==> src/rtl/strhw_msg_feeder_if.sv <==
// Handshake/bus bundle for strhw_msg_feeder: the message byte stream on one
// side and the Streebog control-logic initiator signals on the other.
// state_i encoding: 0 CLEAR, 1 BUSY, 2 READY, 3 DONE.
interface strhw_msg_feeder_if;
    logic         in_valid_i;
    logic         in_ready_o;
    logic [7:0]   in_data_i;
    logic         in_last_i;
    logic         in_empty_i;
    logic         hash_size_i;
    logic         trg_o;
    logic [1:0]   state_i;
    logic [511:0] block_o;
    logic [6:0]   block_size_o;
    logic         hash_size_o;
    logic [511:0] hash_i;
    logic [511:0] hash_o;
    logic         hash_valid_o;

    // Feeder side
    modport master (
        input  in_valid_i, in_data_i, in_last_i, in_empty_i, hash_size_i, state_i, hash_i,
        output in_ready_o, trg_o, block_o, block_size_o, hash_size_o, hash_o, hash_valid_o
    );

    // Stream source / control logic side
    modport slave (
        output in_valid_i, in_data_i, in_last_i, in_empty_i, hash_size_i, state_i, hash_i,
        input  in_ready_o, trg_o, block_o, block_size_o, hash_size_o, hash_o, hash_valid_o
    );
endinterface

==> src/rtl/strhw_msg_feeder.sv <==
// Streebog message feeder: packs a byte stream into 512-bit blocks, sequences
// the control logic (CLEAR -> BUSY -> READY/DONE -> CLEAR) and returns the hash.
// Optional: define STRHW_FEEDER_MSB_FIRST_EN to place the first byte in the MSB.
module strhw_msg_feeder (
    input logic               clk_i,
    input logic               rst_ni,
    strhw_msg_feeder_if.master bus
);
    localparam logic [1:0] CtlClear = 2'd0;
    localparam logic [1:0] CtlBusy  = 2'd1;
    localparam logic [1:0] CtlReady = 2'd2;
    localparam logic [1:0] CtlDone  = 2'd3;

    typedef enum logic [2:0] {
        StFill, StArm, StIssue, StWaitBusy, StWaitEnd, StRestart, StWaitClear
    } state_e;

    state_e       state_q, state_d;
    logic [6:0]   count_q, count_d;
    logic [1:0]   clr_cnt_q, clr_cnt_d;     // consecutive CLEAR samples, saturating
    logic         first_q, first_d;         // next issue is the first block of a message
    logic         started_q, started_d;     // first beat of the message accepted
    logic         last_q, last_d;           // current block was closed by in_last_i
    logic         tail_q, tail_d;           // size-0 block owed after an aligned message
    logic [511:0] block_q, block_d;
    logic         hash_size_q, hash_size_d;
    logic [511:0] hash_q, hash_d;
    logic         hash_valid_q, hash_valid_d;
    logic         trg_q, trg_d;
    logic         in_ready_q, in_ready_d;

    logic accept;
    logic clear_ok;

    assign accept   = bus.in_valid_i && in_ready_q;
    // Current sample plus at least one prior consecutive sample of CLEAR
    assign clear_ok = (bus.state_i == CtlClear) && (clr_cnt_q != 2'd0);

    // Next-state and registered-output logic
    always_comb begin
        state_d      = state_q;
        count_d      = count_q;
        first_d      = first_q;
        started_d    = started_q;
        last_d       = last_q;
        tail_d       = tail_q;
        block_d      = block_q;
        hash_size_d  = hash_size_q;
        hash_d       = hash_q;
        hash_valid_d = 1'b0;
        trg_d        = 1'b0;

        if (bus.state_i == CtlClear) begin
            clr_cnt_d = (clr_cnt_q == 2'd3) ? 2'd3 : clr_cnt_q + 2'd1;
        end else begin
            clr_cnt_d = 2'd0;
        end

        unique case (state_q)
            StFill: begin
                if (tail_q) begin
                    tail_d  = 1'b0;
                    state_d = StArm;
                end else if (accept) begin
                    if (!started_q) begin
                        started_d   = 1'b1;
                        hash_size_d = bus.hash_size_i;
                    end
                    if (!(bus.in_last_i && bus.in_empty_i)) begin
`ifdef STRHW_FEEDER_MSB_FIRST_EN
                        block_d[9'd504 - {count_q[5:0], 3'b000} +: 8] = bus.in_data_i;
`else
                        block_d[{count_q[5:0], 3'b000} +: 8] = bus.in_data_i;
`endif
                        count_d = count_q + 7'd1;
                    end
                    if ((count_d == 7'd64) || bus.in_last_i) begin
                        last_d  = bus.in_last_i;
                        state_d = StArm;
                    end
                end
            end
            StArm: begin
                if (first_q ? clear_ok : (bus.state_i == CtlReady)) begin
                    trg_d   = 1'b1;
                    state_d = StIssue;
                end
            end
            StIssue: begin
                first_d = 1'b0;
                state_d = StWaitBusy;
            end
            StWaitBusy: begin
                if (bus.state_i == CtlBusy) state_d = StWaitEnd;
            end
            StWaitEnd: begin
                if (bus.state_i == CtlReady) begin
                    block_d = '0;
                    count_d = 7'd0;
                    // Control logic only finalizes on size < 64
                    tail_d  = last_q && (count_q == 7'd64);
                    state_d = StFill;
                end else if (bus.state_i == CtlDone) begin
                    hash_d       = bus.hash_i;
                    hash_valid_d = 1'b1;
                    state_d      = StRestart;
                end
            end
            StRestart: begin
                if (bus.state_i == CtlDone) begin
                    trg_d   = 1'b1;
                    state_d = StWaitClear;
                end
            end
            StWaitClear: begin
                if (bus.state_i == CtlClear) begin
                    block_d   = '0;
                    count_d   = 7'd0;
                    first_d   = 1'b1;
                    started_d = 1'b0;
                    last_d    = 1'b0;
                    tail_d    = 1'b0;
                    state_d   = StFill;
                end
            end
            default: state_d = StFill;
        endcase

        in_ready_d = (state_d == StFill) && !tail_d;
    end

    // State and output registers
    always_ff @(posedge clk_i or negedge rst_ni) begin
        if (!rst_ni) begin
            state_q      <= StFill;
            count_q      <= 7'd0;
            clr_cnt_q    <= 2'd0;
            first_q      <= 1'b1;
            started_q    <= 1'b0;
            last_q       <= 1'b0;
            tail_q       <= 1'b0;
            block_q      <= '0;
            hash_size_q  <= 1'b0;
            hash_q       <= '0;
            hash_valid_q <= 1'b0;
            trg_q        <= 1'b0;
            in_ready_q   <= 1'b0;
        end else begin
            state_q      <= state_d;
            count_q      <= count_d;
            clr_cnt_q    <= clr_cnt_d;
            first_q      <= first_d;
            started_q    <= started_d;
            last_q       <= last_d;
            tail_q       <= tail_d;
            block_q      <= block_d;
            hash_size_q  <= hash_size_d;
            hash_q       <= hash_d;
            hash_valid_q <= hash_valid_d;
            trg_q        <= trg_d;
            in_ready_q   <= in_ready_d;
        end
    end

    assign bus.in_ready_o   = in_ready_q;
    assign bus.trg_o        = trg_q;
    assign bus.block_o      = block_q;
    assign bus.block_size_o = count_q;
    assign bus.hash_size_o  = hash_size_q;
    assign bus.hash_o       = hash_q;
    assign bus.hash_valid_o = hash_valid_q;
endmodule

==> src/flat_wrapper.sv <==
// flat-port wrapper written by rule: the top's interface ports become plain ports
module strhw_msg_feeder_flat 
  (clk_i, rst_ni, bus_in_valid_i, bus_in_data_i, bus_in_last_i, bus_in_empty_i, bus_hash_size_i, bus_state_i, bus_hash_i, bus_in_ready_o, bus_trg_o, bus_block_o, bus_block_size_o, bus_hash_size_o, bus_hash_o, bus_hash_valid_o);
  strhw_msg_feeder_if bus_i ();
  input logic clk_i;
  input logic rst_ni;
  input wire logic [$bits(bus_i.in_valid_i)-1:0] bus_in_valid_i;
  input wire logic [$bits(bus_i.in_data_i)-1:0] bus_in_data_i;
  input wire logic [$bits(bus_i.in_last_i)-1:0] bus_in_last_i;
  input wire logic [$bits(bus_i.in_empty_i)-1:0] bus_in_empty_i;
  input wire logic [$bits(bus_i.hash_size_i)-1:0] bus_hash_size_i;
  input wire logic [$bits(bus_i.state_i)-1:0] bus_state_i;
  input wire logic [$bits(bus_i.hash_i)-1:0] bus_hash_i;
  output wire logic [$bits(bus_i.in_ready_o)-1:0] bus_in_ready_o;
  output wire logic [$bits(bus_i.trg_o)-1:0] bus_trg_o;
  output wire logic [$bits(bus_i.block_o)-1:0] bus_block_o;
  output wire logic [$bits(bus_i.block_size_o)-1:0] bus_block_size_o;
  output wire logic [$bits(bus_i.hash_size_o)-1:0] bus_hash_size_o;
  output wire logic [$bits(bus_i.hash_o)-1:0] bus_hash_o;
  output wire logic [$bits(bus_i.hash_valid_o)-1:0] bus_hash_valid_o;
  assign bus_i.in_valid_i = bus_in_valid_i;
  assign bus_i.in_data_i = bus_in_data_i;
  assign bus_i.in_last_i = bus_in_last_i;
  assign bus_i.in_empty_i = bus_in_empty_i;
  assign bus_i.hash_size_i = bus_hash_size_i;
  assign bus_i.state_i = bus_state_i;
  assign bus_i.hash_i = bus_hash_i;
  assign bus_in_ready_o = bus_i.in_ready_o;
  assign bus_trg_o = bus_i.trg_o;
  assign bus_block_o = bus_i.block_o;
  assign bus_block_size_o = bus_i.block_size_o;
  assign bus_hash_size_o = bus_i.hash_size_o;
  assign bus_hash_o = bus_i.hash_o;
  assign bus_hash_valid_o = bus_i.hash_valid_o;
  strhw_msg_feeder u_core (.clk_i(clk_i), .rst_ni(rst_ni), .bus(bus_i));
endmodule
==> config.mk <==
export PLATFORM = sky130hd
export DESIGN_NAME = strhw_msg_feeder_flat
export DESIGN_NICKNAME = d
export VERILOG_FILES = /design/src/rtl/strhw_msg_feeder_if.sv /design/src/rtl/strhw_msg_feeder.sv /design/src/flat_wrapper.sv
export SDC_FILE = /design/constraint.sdc
export NUM_CORES = 1
export LEC_CHECK = 0
export CORE_AREA = 2 2 601 603
export CTS_BUF_LIST = sky130_fd_sc_hd__clkbuf_8
export CTS_CLUSTER_DIAMETER = 30
export DETAILED_ROUTE_END_ITERATION = 10
export DIE_AREA = 0 0 603 605
export GPL_TIMING_DRIVEN = 0
export PLACE_DENSITY = 0.35
export SLEW_MARGIN = 20
export SYNTH_ARGS = -nofsm -noshare
export SYNTH_HDL_FRONTEND = slang
export SYNTH_SLANG_ARGS = --single-unit
==> constraint.sdc <==
create_clock -name clk_i -period 8.59 [get_ports clk_i]
set_input_delay 1.2885 -clock clk_i [delete_from_list [all_inputs] [get_ports clk_i]]
set_output_delay 1.2885 -clock clk_i [all_outputs]
set_load 0.02 [all_outputs]
Yosys cells after proc, flatten, opt, wreduce, memory -nomap -nowiden
Cells that the tools add are included.

Eq/ne operators: 18. Bitwise gates (word level): 3. Add/subtract/negate cells: 3. Reductions and logical operators: 21. Shift operators: 2. Muxes and demuxes: 47.

Operators with widths (number): two-way mux 512 bit (5); case mux 512 bit (3 select lines) (1); bitwise mux 512 bit (1); variable shift 8 x 11 -> 512 bit (first input constant) (1); indexed part select 8 x 11 -> 512 bit (1); two-way mux 7 bit (8); two-way mux 3 bit (9); case mux 3 bit (7 select lines) (1); case mux 7 bit (3 select lines) (1); == test 7 bit (second input constant) (2); two-way mux 1 bit (14); negation 9 -> 11 bit (1); AND reduction 5 bit (2); == test 3 bit (second input constant) (3); inequality test 2 x 1 -> 1 bit (second input constant) (4); case mux 1 bit (2 select lines) (4); AND reduction 4 bit (2); adder 7 x 1 -> 7 bit (second input constant) (1); == test 2 bit (second input constant) (3); == test 3 x 2 -> 1 bit (second input constant) (2); zero test 3 bit (2); AND reduction 6 bit (1); nonzero test 2 bit (3); logical AND 1 bit (5); other kinds (13) (17).

Output and inout bits: 1035. Bits in registers: 1044. Input bits: 528. Word-level logic and storage cells: 107.

Logic depth before layout (Yosys ltp)
Depth after elaboration: 13. Depth in mapped cells: 15. Depth with buffers taken out: 8.

Worst setup path before layout
Ideal clock, no wire load.

Path type: register -> register. From: reg u_core.count_q[0], in the netlist u_core.bus.block_size_o[0]. To: reg u_core.block_q[0], in the netlist u_core.bus.block_o[0]. Clock period less this slack: 3.344 ns. Path buffers: 6. Data arrival time: 3.211 ns. Setup time: 0.134 ns. Cell stages (with the launch flop): 15. Setup slack: 5.246 ns. Data required time: 8.456 ns. Path through: dfrtp_1 -> buf_2 -> clkbuf_1 -> clkbuf_1 -> inv_1 -> ha_1 -> buf_4 -> xor2_2 -> nand2b_1 -> buf_2 -> or4_1 -> clkbuf_1 -> a21o_1 -> nand2_1 -> o21ai_0.

Longest elaborated chain between the ends: 7. Elaborated cells on any way between the ends: 8. Classes of those cells: add/sub (1); shift (2); mux (5).

RTL lines: from (decl) (line strhw_msg_feeder.sv:19) `logic [6:0] count_q, count_d;`; from (signal assigned) (line strhw_msg_feeder.sv:150) `count_q <= count_d;`; negation 9 -> 11 bit * (line strhw_msg_feeder.sv:73) `block_d[{count_q[5:0], 3'b000} +: 8] = bus.in_data_i;`; indexed part select 8 x 11 -> 512 bit or variable shift 8 x 11 -> 512 bit (tied branches) (line strhw_msg_feeder.sv:73); bitwise mux 512 bit * (line strhw_msg_feeder.sv:73); two-way mux 512 bit * (line strhw_msg_feeder.sv:69) `if (!(bus.in_last_i && bus.in_empty_i)) begin`; two-way mux 512 bit * (line strhw_msg_feeder.sv:64) `end else if (accept) begin`; two-way mux 512 bit * (line strhw_msg_feeder.sv:61) `if (tail_q) begin`; case mux 512 bit (3 select lines) * (line strhw_msg_feeder.sv:59) `unique case (state_q)`; to (signal assigned) (line strhw_msg_feeder.sv:156) `block_q <= block_d;`; to (decl) (line strhw_msg_feeder.sv:25) `logic [511:0] block_q, block_d;`.

Every way passes the cells marked *; elsewhere a longest branch is shown, timed or not. The select of a mux whose other input is x is not followed. A chain may end at the register's enable or synchronous reset.

Final worst setup path
From: reg u_core.count_q[0], in the netlist u_core.bus.block_size_o[0]. To: reg u_core.block_q[100], in the netlist u_core.bus.block_o[100].

Same word-level chain as after synthesis.

==> metrics.yaml <==
sta:
  post-route-period-util_pct: 64.2
  tightest_slew_ns: 1.17
  rsz0062_at_grt: "false"
  slew_violations: 0
  totalNegativeSetupSlack_ns: 0
  slew_headroom_pct: 21.7
  hold_violations: 0
  fmax_ghz: 0.181
  setup_violations: 0
  worst_slack_ns: 3.08
  finalCriticalPeriod_ns: 5.51
  skew_ns: 0.102
  fin_hold_ws_ns: 0.247
synth:
  ys_warn_count: 0
  synth_area_per_cell_sq_um: 14.1
  synth_compound_area_share_pct: 12.2
  synth_cells: 2836
  async_flop_share_pct: 100
  synthDistinctLibCells: 72
  ys_ff_latch: 1044
  synth_edf_count: 0
  syn_area_sq_um: 40000
  ys_seq_area_share_pct: 65.4
  synth_fa_ha_area_share_pct: 0.125
  synth-simple-area-share_pct: 5.62
  synth_nets: 3368
  synth_top_family_by_area: "multiplexers"
  synth_mux_area_share_pct: 14.5
  synth_xor_area_share_pct: 0.191
  ys.flop_type: "dfrtp_1"
route:
  vias_per_cell: 3.54
  dr.pass1.iters: 5
  route.detailed.drc: 0
  dr_total_vias: 35100
  drt_iter0_drc: 2126
  wl_per_cell_um: 32.1
  ant_nets: 1
  totalWireLength_mm: 318
final_layout:
  postLayoutCellArea_sq_um: 70400
  finalNonFillerCells: 9915
  fin_nets: 5301
  layout_commonest_cell: "clkdlybuf4s50_1"
  nFillCells: 39000
  postLayoutCoreUtil_pct: 19.7
  area_growth_syn_to_layout_pct: 76.2
  drive_above_1_share_pct: 24.8
  layout_common_cells: "clkdlybuf4s50_1, dfrtp_1, mux2_2"
floorplanning:
  die-area_sq_um: 365000
  pin_count: 1563
  coreArea_sq_um: 358000
  rows: 220
  die_x_um: 603
  die_height_um: 605
  start_util_pct: 11.2
placed_design:
  place_ws_ns: 2.83
  port_buffers: 1562
  dp.cells: 9191
  dp.final_hpwl_mm: 263
  place_area_sq_um: 62100
  gp_congestion: 0.893
worst_setup_path:
  end_kind: "flip-flop"
  r2r_end: "u_core.bus.block_o[100]"
  crit_start: "u_core.bus.block_size_o[0]"
  start_kind: "flip-flop"
  cp.arrival_ns: 6.36
  crit_required_ns: 9.44
  worstReg2RegStart: "u_core.bus.block_size_o[0]"
  worstSetupPathType: "reg -> reg"
  cp_max_fo: 10
  r2r.worst_path.cells: 14
  ff2ff_setup_slack_ns: 3.08
power:
  p_int_mw: 14.7
  ir_worst_vdd_uv: 140
  pwr-share-seq_pct: 28.4
  powerDensity_nw_per_um2: 339
  clkPwrFrac_pct: 37.5
  p_switching_mw: 9.11
  power_switching_share_pct: 38.2
  p_comb_share_pct: 34.1
  total_power_mw: 23.9
  power.leakage_nw: 29.2
job:
  drv_cap: 0
hold_path:
  hold_path_class: "in -> async"
grt:
  grt_usage_pct: 16.8
  grt.overflow.total: 0
  grt_max_degree: 129
  grt_pass1_vias: 36600
  grt_antenna_before_repair: 141
  grt_pass1_wl_mm: 402
clocking:
  cts_setup_buffers: 0
  cts_resized: 0
  cts_tree: "built"
  cts_sinks: 1044
  ctsHoldBuffers: 0
  cts_buffers: 349
  cts_root_buf: "clkbuf_8"
  insertion_delay_ns: 1.05
  cts.clk_slew.worst_paths_ns: 0.05
  cts_buffer_depth: 4
  h-tree-depth: 5
status:
  status: "finished with violations"
  violations: "antenna violations"
[cells in the mapped netlist (all sizes together), types with 3 or more instances]
cell type / n / share of area (%)
o21ai: 166 / 2.1
or2: 4 / 0.063
dfrtp: 1043 / 65
o21ba: 3 / 0.075
and3: 4 / 0.063
ha: 4 / 0.13
nand3: 100 / 1.3
nand2: 174 / 1.7
nand4: 8 / 0.13
a32o: 31 / 0.78
nor3: 31 / 0.56
clkbuf: 73 / 0.69
or4: 3 / 0.056
o2bb2ai: 215 / 4.7
a21oi: 24 / 0.34
o31ai: 4 / 0.075
buf: 96 / 1.2
a22o: 140 / 3.1
nor2: 58 / 0.60
a21o: 34 / 0.64
nor3b: 3 / 0.056
xnor2: 5 / 0.13
inv: 8 / 0.075
and2: 24 / 0.38
nor2b: 4 / 0.063
nand2b: 11 / 0.17
o22a: 3 / 0.066
mux2: 514 / 14
nor4: 6 / 0.15
a21boi: 3 / 0.056
or3: 10 / 0.16
[sequential cells by signal, indices dropped and copies added (netlist names)]
| signal | cells |
|---|---|
| u_core.bus.hash_size_o | 1 |
| u_core.state_q | 3 |
| u_core.bus.trg_o | 1 |
| u_core.tail_q | 1 |
| u_core.first_q | 1 |
| u_core.bus.in_ready_o | 1 |
| u_core.clr_cnt_q | 2 |
| u_core.bus.hash_o | 512 |
| u_core.bus.block_size_o | 7 |
| u_core.last_q | 1 |
| u_core.bus.block_o | 512 |
| u_core.started_q | 1 |
| u_core.bus.hash_valid_o | 1 |
[worst max-delay path by stage]
stage,endpoint,depth (start not counted)
floorplan,u_core.bus.block_o[0],14
global placement,u_core.bus.hash_o[342],1
detailed placement,u_core.bus.block_o[103],14
CTS,u_core.bus.block_o[103],14
global route,u_core.bus.block_o[103],14
finish,u_core.bus.block_o[100],14
[cells by family after synthesis]
logic type / after synthesis
compound gates: 639
xor+xnor: 7
fa+ha+maj: 4
buf+inv: 177
flops: 1044
mux: 516
simple gates: 449
[worst max-delay path: stages, from the launching register on]
cell	delay (ns)
dfrtp_1	0.62
buf_2	0.32
clkbuf_1	0.52
clkbuf_1	0.64
inv_1	0.11
ha_1	0.22
buf_4	0.17
buf_2	0.21
and3b_1	0.21
o21ai_1	0.32
nand2_2	0.48
nand2_1	0.63
a21o_1	0.19
clkbuf_1	0.53
o2bb2ai_1	0.19
[power by group through the flow]
stage	clock network (mW)	registers, mW	logic (mW)
2_1_floorplan	0	7.86	1.95
3_3_place_gp	0	6.87	8.23
3_5_place_dp	0	6.81	8.33
4_1_cts	9.20	6.77	8.37
5_1_grt	9.48	6.88	8.54
6_report	8.95	6.77	8.14
[cell type report]
cell class / count / area [sq um] / area share [%]
Multi-Input combinational cell: 1615 / 13200 / 18.7
Clock inverter: 210 / 2160 / 3.07
Buffer: 169 / 757 / 1.07
Sequential cell: 1044 / 26100 / 37.1
Timing Repair Buffer: 1582 / 16100 / 22.8
Tap cell: 4773 / 5970 / 8.48
Clock buffer: 430 / 5920 / 8.40
Inverter: 8 / 30.0 / 0.0426
Antenna cell: 84 / 210 / 0.298
[routing by layer]
layer	vias up	part of all wire (%)	global-route usage, %
met3	551	10	6.83
li1	14600	-	-
met1	18100	39	19.8
met4	26	3.2	5.15
met2	1839	47	27.6
met5	-	0.050	0
Power figures use the tool's default switching activity.
